$ cat src/rtl/vga_pkg.sv
// VGA timing package: raster parameter record, derived totals and the
// 640x480 @ 60 Hz default mode. The checker helper is only referenced
// when VGA_TEST_PATTERN_EN is defined.
package vga_pkg;

    typedef struct packed {
        int h_visible;
        int h_front;
        int h_sync;
        int h_back;
        int v_visible;
        int v_front;
        int v_sync;
        int v_back;
        int pixel_x_bits;
        int pixel_y_bits;
    } vga_params_t;

    localparam vga_params_t VGA_640x480 = '{
        h_visible: 640, h_front: 16, h_sync: 96, h_back: 48,
        v_visible: 480, v_front: 10, v_sync: 2,  v_back: 33,
        pixel_x_bits: 10, pixel_y_bits: 10
    };

    function automatic int h_total(vga_params_t p);
        return p.h_visible + p.h_front + p.h_sync + p.h_back;
    endfunction

    function automatic int v_total(vga_params_t p);
        return p.v_visible + p.v_front + p.v_sync + p.v_back;
    endfunction

    // 16-pixel checkerboard cell colour for raster position (x, y)
    function automatic logic checker_bit(logic [31:0] x, logic [31:0] y);
        return x[4] ^ y[4];
    endfunction

endpackage

$ cat src/rtl/vga_timing_gen_if.sv
// Display-path bundle between the timing generator (master) and the
// game decoder / VGA connector side (slave).
interface vga_timing_gen_if #(
    parameter int X_BITS = 10,
    parameter int Y_BITS = 10
);
    logic [X_BITS-1:0] pixel_x_target_next;
    logic [Y_BITS-1:0] pixel_y_target_next;
    logic              pixel_value_next;
    logic              h_sync;
    logic              v_sync;
    logic              vga_pixel;
    logic              frame_start;

    modport master (
        output pixel_x_target_next, pixel_y_target_next,
        output h_sync, v_sync, vga_pixel, frame_start,
        input  pixel_value_next
    );

    modport slave (
        input  pixel_x_target_next, pixel_y_target_next,
        input  h_sync, v_sync, vga_pixel, frame_start,
        output pixel_value_next
    );
endinterface

$ cat src/rtl/vga_axis_counter.sv
// One raster axis: counts 0..TOTAL-1 on enable and decodes the visible
// and sync regions from the current (pre-increment) count.
module vga_axis_counter #(
    parameter int CNT_W = 10,
    parameter int VIS   = 640,
    parameter int FP    = 16,
    parameter int SYNC  = 96,
    parameter int BACK  = 48
) (
    input  logic             clk,
    input  logic             reset,
    input  logic             enable,
    output logic [CNT_W-1:0] count,
    output logic             wrap,
    output logic             active_region,
    output logic             sync_region
);
    localparam int TOTAL = VIS + FP + SYNC + BACK;

    assign wrap          = (count == CNT_W'(TOTAL - 1));
    assign active_region = (count < CNT_W'(VIS));
    assign sync_region   = (count >= CNT_W'(VIS + FP)) && (count < CNT_W'(VIS + FP + SYNC));

    // Advance the axis position on each enable, wrapping at the last position
    always_ff @(posedge clk or negedge reset) begin
        if (!reset) begin
            count <= '0;
        end else if (enable) begin
            count <= wrap ? '0 : count + 1'b1;
        end
    end
endmodule

$ cat src/rtl/vga_timing_gen.sv
// VGA raster timing front end: pixel-clock divider, h/v counters, and the
// registered sync/pixel output stage (one pixel tick from coordinate to pin).
// Optional macro VGA_TEST_PATTERN_EN replaces the decoder pixel with a
// 16-pixel checkerboard.
module vga_timing_gen
    import vga_pkg::*;
#(
    parameter vga_params_t params  = VGA_640x480,
    parameter int          PIX_DIV = 2
) (
    input  logic              clk,
    input  logic              reset,
    vga_timing_gen_if.master  vga
);
    localparam int H_TOTAL = h_total(params);
    localparam int V_TOTAL = v_total(params);
    localparam int X_BITS  = params.pixel_x_bits;
    localparam int Y_BITS  = params.pixel_y_bits;

    if (X_BITS < $clog2(H_TOTAL)) begin : g_bad_x_bits
        $error("pixel_x_bits too narrow for the horizontal total");
    end
    if (Y_BITS < $clog2(V_TOTAL)) begin : g_bad_y_bits
        $error("pixel_y_bits too narrow for the vertical total");
    end
    if (PIX_DIV < 1) begin : g_bad_div
        $error("PIX_DIV must be at least 1");
    end

    logic              pix_tick;
    logic [X_BITS-1:0] h_cnt;
    logic [Y_BITS-1:0] v_cnt;
    logic              h_wrap, v_wrap;
    logic              h_active, v_active;
    logic              h_sync_region, v_sync_region;
    logic              pixel_src;
    logic              h_sync_q, v_sync_q, vga_pixel_q, frame_start_q;

    if (PIX_DIV == 1) begin : g_no_div
        assign pix_tick = 1'b1;
    end else begin : g_div
        localparam int DIV_W = $clog2(PIX_DIV);
        logic [DIV_W-1:0] div_cnt;

        assign pix_tick = (div_cnt == DIV_W'(PIX_DIV - 1));

        // Count system clocks within one pixel period
        always_ff @(posedge clk or negedge reset) begin
            if (!reset) begin
                div_cnt <= '0;
            end else begin
                div_cnt <= pix_tick ? '0 : div_cnt + 1'b1;
            end
        end
    end

    vga_axis_counter #(
        .CNT_W(X_BITS), .VIS(params.h_visible), .FP(params.h_front),
        .SYNC(params.h_sync), .BACK(params.h_back)
    ) u_h_axis (
        .clk          (clk),
        .reset        (reset),
        .enable       (pix_tick),
        .count        (h_cnt),
        .wrap         (h_wrap),
        .active_region(h_active),
        .sync_region  (h_sync_region)
    );

    vga_axis_counter #(
        .CNT_W(Y_BITS), .VIS(params.v_visible), .FP(params.v_front),
        .SYNC(params.v_sync), .BACK(params.v_back)
    ) u_v_axis (
        .clk          (clk),
        .reset        (reset),
        .enable       (pix_tick & h_wrap),
        .count        (v_cnt),
        .wrap         (v_wrap),
        .active_region(v_active),
        .sync_region  (v_sync_region)
    );

`ifdef VGA_TEST_PATTERN_EN
    assign pixel_src = checker_bit(32'(h_cnt), 32'(v_cnt));
`else
    assign pixel_src = vga.pixel_value_next;
`endif

    // Register sync and pixel from the pre-increment coordinate; blanking forces black
    always_ff @(posedge clk or negedge reset) begin
        if (!reset) begin
            h_sync_q    <= 1'b1;
            v_sync_q    <= 1'b1;
            vga_pixel_q <= 1'b0;
        end else if (pix_tick) begin
            h_sync_q    <= ~h_sync_region;
            v_sync_q    <= ~v_sync_region;
            vga_pixel_q <= h_active & v_active & pixel_src;
        end
    end

    // One-clock pulse after the tick on which both axes wrap back to (0,0)
    always_ff @(posedge clk or negedge reset) begin
        if (!reset) begin
            frame_start_q <= 1'b0;
        end else begin
            frame_start_q <= pix_tick & h_wrap & v_wrap;
        end
    end

    assign vga.pixel_x_target_next = h_cnt;
    assign vga.pixel_y_target_next = v_cnt;
    assign vga.h_sync              = h_sync_q;
    assign vga.v_sync              = v_sync_q;
    assign vga.vga_pixel           = vga_pixel_q;
    assign vga.frame_start         = frame_start_q;
endmodule

$ cat src/flat_wrapper.sv
// flat-port wrapper written by rule: the top's interface ports become plain ports
module vga_timing_gen_flat import vga_pkg::*;
#(
    parameter vga_params_t params  = VGA_640x480,
    parameter int          PIX_DIV = 2
)
  (clk, reset, vga_pixel_x_target_next, vga_pixel_y_target_next, vga_h_sync, vga_v_sync, vga_vga_pixel, vga_frame_start, vga_pixel_value_next);
  vga_timing_gen_if #(.X_BITS(5), .Y_BITS(5)) vga_i ();
  input  logic clk;
  input  logic reset;
  output wire logic [$bits(vga_i.pixel_x_target_next)-1:0] vga_pixel_x_target_next;
  output wire logic [$bits(vga_i.pixel_y_target_next)-1:0] vga_pixel_y_target_next;
  output wire logic [$bits(vga_i.h_sync)-1:0] vga_h_sync;
  output wire logic [$bits(vga_i.v_sync)-1:0] vga_v_sync;
  output wire logic [$bits(vga_i.vga_pixel)-1:0] vga_vga_pixel;
  output wire logic [$bits(vga_i.frame_start)-1:0] vga_frame_start;
  input wire logic [$bits(vga_i.pixel_value_next)-1:0] vga_pixel_value_next;
  assign vga_pixel_x_target_next = vga_i.pixel_x_target_next;
  assign vga_pixel_y_target_next = vga_i.pixel_y_target_next;
  assign vga_h_sync = vga_i.h_sync;
  assign vga_v_sync = vga_i.v_sync;
  assign vga_vga_pixel = vga_i.vga_pixel;
  assign vga_frame_start = vga_i.frame_start;
  assign vga_i.pixel_value_next = vga_pixel_value_next;
  vga_timing_gen #(.params(params), .PIX_DIV(PIX_DIV)) u_core (.clk(clk), .reset(reset), .vga(vga_i));
endmodule
$ cat config.mk
export PLATFORM = sky130hd
export DESIGN_NAME = vga_timing_gen_flat
export DESIGN_NICKNAME = d
export VERILOG_FILES = /design/src/rtl/vga_pkg.sv /design/src/rtl/vga_timing_gen_if.sv /design/src/rtl/vga_axis_counter.sv /design/src/rtl/vga_timing_gen.sv /design/src/flat_wrapper.sv
export SDC_FILE = /design/constraint.sdc
export NUM_CORES = 1
export LEC_CHECK = 0
export BUFFER_PORTS_ARGS = -buffer_cell sky130_fd_sc_hd__buf_2
export CAP_MARGIN = 10
export CORE_AREA = 2 2 69 51
export DETAILED_ROUTE_END_ITERATION = 7
export DIE_AREA = 0 0 71 53
export GPL_ROUTABILITY_DRIVEN = 0
export PLACE_DENSITY = 0.74
export SYNTH_ARGS = -nofsm -noshare
export SYNTH_HDL_FRONTEND = slang
export SYNTH_SLANG_ARGS = --single-unit
$ cat constraint.sdc
create_clock -name clk -period 1.9 [get_ports clk]
set_clock_uncertainty 0.05 [all_clocks]
set_input_delay 0.095 -clock clk [delete_from_list [all_inputs] [get_ports clk]]
set_output_delay 0.095 -clock clk [all_outputs]
set_load 0.1 [all_outputs]
==> Word level (Yosys, flattened, before mapping) <==
Index checks and enable logic that the tools add are counted.
{ "classes": {"addsub": 3, "n_mul": 0, "div": 0, "magnitude_cmp": 6, "eq_ne": 2, "n_shift": 0, "mux": 3, "n_bitwise": 6, "n_reduce_logical": 2} }
{ "ops": {"columns": ["operator", "n"], "rows": [
  ["$add 10x1->10 const B", 2],
  ["$eq 10x10->1 const B", 2],
  ["$lt 10x10->1 const B", 2],
  ["$lt 10x9->1 const B", 2],
  ["$mux 10", 2],
  ["$ge 10x10->1 const B", 1],
  ["$ge 10x9->1 const B", 1],
  ["$and 1x1->1", 4],
  ["$logic_and 1x1->1", 2],
  ["$not 1->1", 2],
  ["$add 1x1->1 const B", 1],
  ["$mux 1", 1]
]} }
{ "word_totals": {"reg_bits": 25, "latch_bits": 0, "ram_bits": 0, "romBits": 0, "in_bits": 3, "output_inout_bits": 14, "wordCells": 29, "memories": 0} }

==> Longest topological paths before layout <==
Gate-level depths: netlist (run 1).
{ "logic_depth": {"ltp_word": 3, "mapped_depth": 6, "ltp_nobuf": 6} }

==> Hierarchy <==
A second synthesis (run 1) with hierarchy kept.
{ "unflattened": {"cells_unflattened": 129, "area_unflattened_um2": 1287.5} }
{ "modules_own_cells": {"columns": ["module", "instances", "cells_each", "area_each_um2", "seq_area_each_um2"], "rows": [
  ["vga_axis_counter (u_core.u_v_axis)", 1, 57, 565.5, 250.2],
  ["vga_axis_counter (u_core.u_h_axis)", 1, 57, 539.3, 250.2],
  ["vga_timing_gen", 1, 15, 182.7, 127.6]
]} }

==> Worst setup path after synthesis (run 1) <==
No wires, ideal clock.
{ "synth_path": {"path_kind": "register to register", "start": "register u_core.u_h_axis.count[1]", "end": "register u_core.u_v_axis.count[9]", "setup_time_ps": 77, "arrival_time_ps": 1521, "required_ps": 1773, "slack_ps": 252, "path_stages_with_launch": 6, "n_path_buf": 0, "synth_period_minus_slack_ps": 1648, "cell_sequence": "dfrtp_1 > ha_1 > and4_4 > nand3_4 > or4_1 > a21oi_1"} }
{ "synth_via": {"elab_chain_cells": 2} }
{ "synth_rtl": {"columns": ["element", "line_no", "text"], "rows": [
  ["start, declared", "vga_axis_counter.sv:13", "output logic [CNT_W-1:0] count,"],
  ["start signal, assigned", "vga_axis_counter.sv:29", "count <= wrap ? '0 : count + 1'b1;"],
  ["$eq 10x10->1", "vga_axis_counter.sv:20", "assign wrap = (count == CNT_W'(TOTAL - 1));"],
  ["$and 1x1->1", "vga_timing_gen.sv:76", ".enable (pix_tick & h_wrap),"],
  ["end signal, assigned", "vga_axis_counter.sv:29", null],
  ["end, declared", "vga_axis_counter.sv:13", null]
]} }
Every way passes these cells.
A chain may end at the register's enable or synchronous reset.

==> Final worst setup path (run 1) <==
{ "layout_path": {"start": "register u_core.u_h_axis.count[0]", "end": "register u_core.u_v_axis.count[8]"} }
The elaborated chain is that of the path after synthesis.

==> metrics.txt, run 1 <==
Final HPWL DP 2003 um; Synth area leaders dfrtp_1, buf_4, xnor2_1, dfstp_2, ha_1; RR Startpoint u_core.u_h_axis.count[0]; P&R area growth vs syn 9.851%; Vias/cell 5.707; Finished Layout Cells 181; Avg Synthesized Cell Area 10.44 um2; EDFF count, synth 0; most frequent CP cell nand4_1; CTS tree done; total track usage 15.66%; CP startpoint kind flip-flop; RSZ-0062 raised after global routing false; n_diodes 0; Clock Latency Late Sink 270 ps; Mapped Cells 129; GR Overflow Total 0; Fin. Hold Viols 0; Crit. End Element flip-flop; status completed; worst setup margin 156.2 ps; Synth top cells by count dfrtp_1, buf_4, nor2_1; CP max stage cell dfrtp_1; share of the synthesized area in the top cell type 42.75%; Layout fillers 283; Worst Path Required 2010 ps; setup TNS 0 ps; crit-path cells ha_2, nand4_1, nor3_4, nand4_1, xnor2_1; crit-path max FO 7; most common cell in the netlist dfrtp_1; Distinct cells, synth 33; slowest stage delay, CP 390 ps; first-pass GRT wire length 4381 um; Synth area leader dfrtp_1; die width 71 um; initial antenna violation count 0; post-layout min period 1744 ps; Synth Area in Compound Gates 6.041%; CP arrival 1850 ps; fin nets 151; htree depth 1; Boundary Pins 17; largest family of logic cells by synthesized area simple AND/OR/NAND/NOR gates; row count 17; Crit path max-delay family simple AND/OR/NAND/NOR gates; Most used DFF post-synth dfrtp_1; vias in the first global route 946; Final Setup Violations 0; CTS clock-pin slew for the worst setup and hold paths 80 ps; Initial Util 43.65%; Setup Crit Path Kind flip-flop to flip-flop; placed cells 175; Synth warnings 0; layout cells sized above 1 22.38%; die height 53 um; Hold Crit Depth 3; Leakage 0.6756 nW; dpl cell area 1414 um2; clk root buf clkbuf_8; mux share of post-synthesis cell area 1.487%; pre-CTS WS 120.0 ps; CTS buffer count 3; die area 3763 um2; Synth Register Bits 25; port bufs 16; Fmax 573.5 MHz; worst hold endpoint u_core.vga.vga_pixel; Post-DRT Antenna Nets 0; pwr/cell area 587.1 nW/um2; normalized max-slew margin 64.34%; max-cap violations 0; core area 3084 um2; design area 1479 um2; worst-case clock buffer depth 2; worst r2r path cells 5; Bufs and invs on worst path 0; reg2reg end u_core.u_v_axis.count[8]; DRC Markers 0; r2r setup slk 160 ps; Max Slew Vio Count 0; Post-Route WL 2622 um; Mapped Nets 136; Hold Path Origin vga_pixel_value_next; DR vias 1033; Adder-Cell Fraction of Synth Area 3.717%; Detailed Route Iter0 Violations 100; Pre-antenna DRT Iters 4; register area share after synthesis 46.65%; Netlist Area Pre-Place 1346 um2; Peak VDD IR 0.4056 mV; worst slew pin tran 534.9 ps; largest net degree at the start of global routing 26; fraction of the mapped netlist area in simple logic gates 25.56%; final period utilization 91.78%; TritonCTS Sinks 25; hold crit path type primary input to flip-flop; DR WL/cell 14.49 um; FFs w/ async S/R, synth 100.0%; Post-Synth XOR/XNOR Area 8.457%
registers in the layout, indices dropped and copies added, names as in the netlist:
register / count
u_core.u_h_axis.count: 10
u_core.vga.v_sync: 1
u_core.g_div.div_cnt: 1
u_core.vga.h_sync: 1
u_core.vga.frame_start: 1
u_core.vga.vga_pixel: 1
u_core.u_v_axis.count: 10
report_power, final:
| part | internal (W) | total (W) | switching, W |
|---|---|---|---|
| registers | 0.000533 | 0.000533 | 0.000000625 |
| logic | 0.00000502 | 0.0000241 | 0.0000190 |
| clock network | 0.000150 | 0.000311 | 0.000161 |
placed cells by master (no fill, tap or decap), drive strengths merged:
cell type    count
dfrtp           23
mux2i            2
o31ai            1
and4             2
a32o             1
nor3             3
a21oi            3
or2              1
nand3           10
xnor2            8
nor3b            1
and3             4
ha               4
nor2            12
nor4             4
nand4            6
clkbuf           4
dlygate4sd3      1
o21ai            6
inv              5
and4b            1
or4              1
nand2            7
nand4b           1
a41oi            1
a41o             1
nor4bb           1
and2             1
xor2             5
dfstp            2
buf             21
worst max-delay path by stage:
| stage | start | cells after the start | end | slack (ps) |
|---|---|---|---|---|
| floorplan | u_core.u_h_axis.count[1] | 5 | u_core.u_v_axis.count[9] | 250 |
| global placement | u_core.u_h_axis.count[1] | 5 | u_core.u_v_axis.count[3] | 180 |
| detailed placement | u_core.u_h_axis.count[1] | 5 | u_core.u_v_axis.count[9] | 120 |
| CTS | u_core.u_h_axis.count[1] | 5 | u_core.u_v_axis.count[9] | 120 |
| global route | u_core.u_v_axis.count[0] | 6 | u_core.u_v_axis.count[9] | 20 |
| finish | u_core.u_h_axis.count[0] | 5 | u_core.u_v_axis.count[8] | 160 |
routing by layer:
metal	up-vias	wire [um]	share of wire (%)	GRT usage [%]
met5	-	0	0	0
met4	0	27	1.0	5.660
met3	4	192	7.3	5.333
met2	40	1168	45	24.30
met1	505	1233	47	20.48
li1	484	-	-	-
what timing repair did:
action / in CTS / in global routing
endpoints found under the hold margin: 23 / 0
hold buffers: 1 / 0
endpoints found under the setup margin: 0 / 3
resized for setup: 0 / 1
setup buffers: 0 / 1
cells by family after synthesis:
group                      Yosys count
DFF                                 25
and+or+nand+nor                     55
buffers and inverters               17
AOI/OAI and AO/OA                   13
adders and majority gates            4
xor gates and xnor gates            13
muxes                                2
cell type report:
cell class	count	area (um2)	area share, %
sequential	25	628.1	42.47
timing repair buffer	22	127.6	8.629
tap	38	47.55	3.215
clock buffer	4	45.04	3.046
multi-input combinational	87	611.8	41.37
inverter	5	18.77	1.269
stage by stage:
stage / hold WS, ps / power, W / utilization (%)
finish: 234.5 / 0.0008683 / 47.95
CTS: 240.0 / 0.0008774 / 47.63
detailed placement: 64.03 / 0.0005676 / 45.84
global route: 281.3 / 0.0009140 / 47.95
global placement: 50.69 / 0.0005671 / 45.84
floorplan: -250.6 / 0.0005539 / -
worst min-delay path, delay by kind of cell:
family          cells  cell delay, ps
compound gates      1             180
buf+inv             1              70
simple gates        1             170
Note: power is estimated with default switching activity, not from simulation.
==> inputs of run 2 (changes only) <==
- CORE_AREA: 2 2 69 51 -> 2 2 54 62
- CTS_BUF_LIST: default -> sky130_fd_sc_hd__clkbuf_16
- DIE_AREA: 0 0 71 53 -> 0 0 56 64
- SYNTH_HIERARCHICAL: default -> 1
==> metrics.txt, run 2 <==
CP startpoint kind flip-flop; crit-path max FO 3 (-4); DR vias 1088 (+5.3%); Worst Path Required 2040 ps (+30 ps); Max Slew Vio Count 0 (unchanged); Fin. Hold Viols 0 (unchanged); Synth warnings 6 (+6); row count 21 (+4); most common cell in the netlist dfrtp_1; share of the synthesized area in the top cell type 44.70% (+2.0 points); Final HPWL DP 1939 um (-3.2%); die width 56 um (-21%); pwr/cell area 617.9 nW/um2 (+5.3%); first-pass GRT wire length 4657 um (+6.3%); core area 2943 um2 (-4.6%); fin nets 170 (+13%); Post-DRT Antenna Nets 0 (unchanged); total power 0.001032 W (+19%); Synth area leaders dfrtp_1, dfstp_2, xor2_1, ha_1, nand2_1; normalized max-slew margin 58.54% (-5.8 points); RSZ-0062 raised after global routing true; Sw Ratio 20.26% (-0.52 points); Fmax 517.8 MHz (-9.7%); CTS tree done; Mapped Cells 129 (unchanged); total track usage 16.25% (+0.59 points); Crit. End Element flip-flop; vias in the first global route 1027 (+8.6%); final period utilization 101.6% (+9.9 points); layout cells sized above 1 37.65% (+15 points); Post-Route WL 2748 um (+4.8%); worst slew pin tran 616.2 ps (+81.28 ps); CTS buffer count 3 (unchanged); Vias/cell 5.551 (-2.7%); Boundary Pins 17 (unchanged); Final Setup Violations 2 (+2); setup TNS -33.77 ps (-33.77 ps); Synth Register Bits 25 (unchanged); Peak VDD IR 0.4614 mV (+14%); worst-case clock buffer depth 2 (unchanged); final core occ 56.76% (+8.8 points); status finished with violations; Leakage 0.7118 nW (+5.4%); max-cap violations 0 (unchanged); register area share after synthesis 48.79% (+2.1 points); TritonCTS Sinks 25 (unchanged); port bufs 16 (unchanged); Avg Synthesized Cell Area 9.981 um2 (-4.4%); Most used DFF post-synth dfrtp_1; largest net degree at the start of global routing 26 (unchanged); Pre-antenna DRT Iters 4 (unchanged); Synth top cells by count dfrtp_1, nand2_1, inv_1; Logic pwr share 2.3% (-0.5 points); Initial Util 43.75% (+0.099 points); initial antenna violation count 0 (unchanged); worst setup margin -31.11 ps (-187.3 ps); commonest non-fill, non-tap cell in the layout buf_2; commonest cells after routing, fill and taps aside buf_2, buf_4, dfrtp_1, nand2_1, inv_1; P&R area growth vs syn 29.74%; Mapped Nets 136 (unchanged); FFs w/ async S/R, synth 100.0% (unchanged); die height 64 um (+21%); die area 3584 um2 (-4.8%); Detailed Route Iter0 Violations 45 (-55%); Clock Latency Late Sink 260 ps (about the same); GR Overflow Total 0 (unchanged); n_diodes 0 (unchanged); CP arrival 2070 ps (+220 ps); Synth area leader dfrtp_1; post-layout min period 1931 ps (+187.3 ps); failing checks setup timing; clk root buf clkbuf_16; Setup Crit Path Kind flip-flop to flip-flop; P_sw 0.0002091 W (+16%); biggest regs u_core/u_h_axis/count: 10 flops, u_core/u_v_axis/count: 10 flops; EDFF count, synth 0 (unchanged); clock power share 46.0% (+10 points); DR WL/cell 14.02 um (-3.2%); hold crit path type primary input to flip-flop; part of the power in registers 51.7% (-9.7 points); CTS clock-pin slew for the worst setup and hold paths 60 ps (-20 ps); DRC Markers 0 (unchanged); Netlist Area Pre-Place 1287 um2 (-4.4%); htree depth 1 (unchanged); Distinct cells, synth 37 (+12%); Int Pwr 0.0008231 W (+20%)
[run 2: worst max-delay path: stages (launching register included)]
cell       delay, ps
dfrtp_4          430
ha_4             130
nand4bb_1        140
nor3_2           230
and2_4           200
nand3_4           70
or4_4            480
a21oi_2          130
[run 2: final cells by class]
type | instances | area (um2)
fillers | 262 | 1272
repair buffers | 32 | 202.7
clock buffers | 3 | 75.07
clock inverters | 1 | 7.507
flip-flops and latches | 25 | 651.9
inverters | 8 | 30.03
multi-input cells | 93 | 660.6
well taps | 34 | 42.54
[run 2: logic make-up (layout without fill, tap and decap cells)]
family	count (synthesis)	in the layout	share of synthesized area (%)
buffers and inverters	11	44	3.985
AND/OR/NAND/NOR	57	57	26.04
XOR/XNOR	9	9	6.123
flip-flops	25	25	48.79
adder cells (fa/ha/maj)	4	4	3.887
AO/OA/AOI/OAI	23	23	11.18
[run 2: path summary, 6_finish.rpt]
check / from / end / slack [ps] / depth (start not counted)
min: vga_pixel_value_next / u_core/vga.vga_pixel / 50 / 3
min in group asynchronous: reset / u_core/vga.frame_start / 310 / 2
max reg2reg: u_core/u_h_axis/count[1] / u_core/u_v_axis/count[9] / -30 / 7
min reg2reg: u_core/vga.h_sync / u_core/vga.h_sync / 440 / 2
max: u_core/u_h_axis/count[1] / u_core/u_v_axis/count[9] / -30 / 7
max in group asynchronous: reset / u_core/u_h_axis/count[3] / 1080 / 2
[run 2: metal layers]
metal / routed length (um) / track usage, % / vias to the layer above
li1: - / - / 538
met4: 20 / 7.143 / 0
met5: 0 / 0 / -
met2: 1427 / 26.62 / 18
met3: 93 / 2.632 / 2
met1: 1207 / 21.08 / 530
[run 2: power groups by stage]
| stage | clock network, W | logic (W) | registers (W) |
|---|---|---|---|
| 2_1_floorplan | 0 | 0.00000129 | 0.000552 |
| 3_3_place_gp | 0 | 0.0000231 | 0.000544 |
| 3_5_place_dp | 0 | 0.0000236 | 0.000544 |
| 4_1_cts | 0.000489 | 0.0000249 | 0.000534 |
| 5_1_grt | 0.000516 | 0.0000271 | 0.000534 |
| 6_report | 0.000475 | 0.0000237 | 0.000534 |
[run 2: stage by stage]
step	hold WS [ps]	worst slack [ps]	cells	cell area [um2]
finish	45.78	-31.11	196	1670
global route	73.99	-94.04	196	1670
CTS	46.73	-7.207	194	1645
detailed placement	74.23	-33.60	189	1550
global placement	62.69	51.33	189	1550
floorplan	-250.6	-330.8	129	1351
[run 2: repair_timing]
| action | CTS | global route |
|---|---|---|
| setup buffers | 0 | 2 |
| gates resized for setup | 1 | 4 |
| hold endpoints to repair | 23 | 0 |
| pin swaps | 0 | 3 |
| hold buffers | 1 | 0 |
| endpoints found under the setup margin | 3 | 5 |
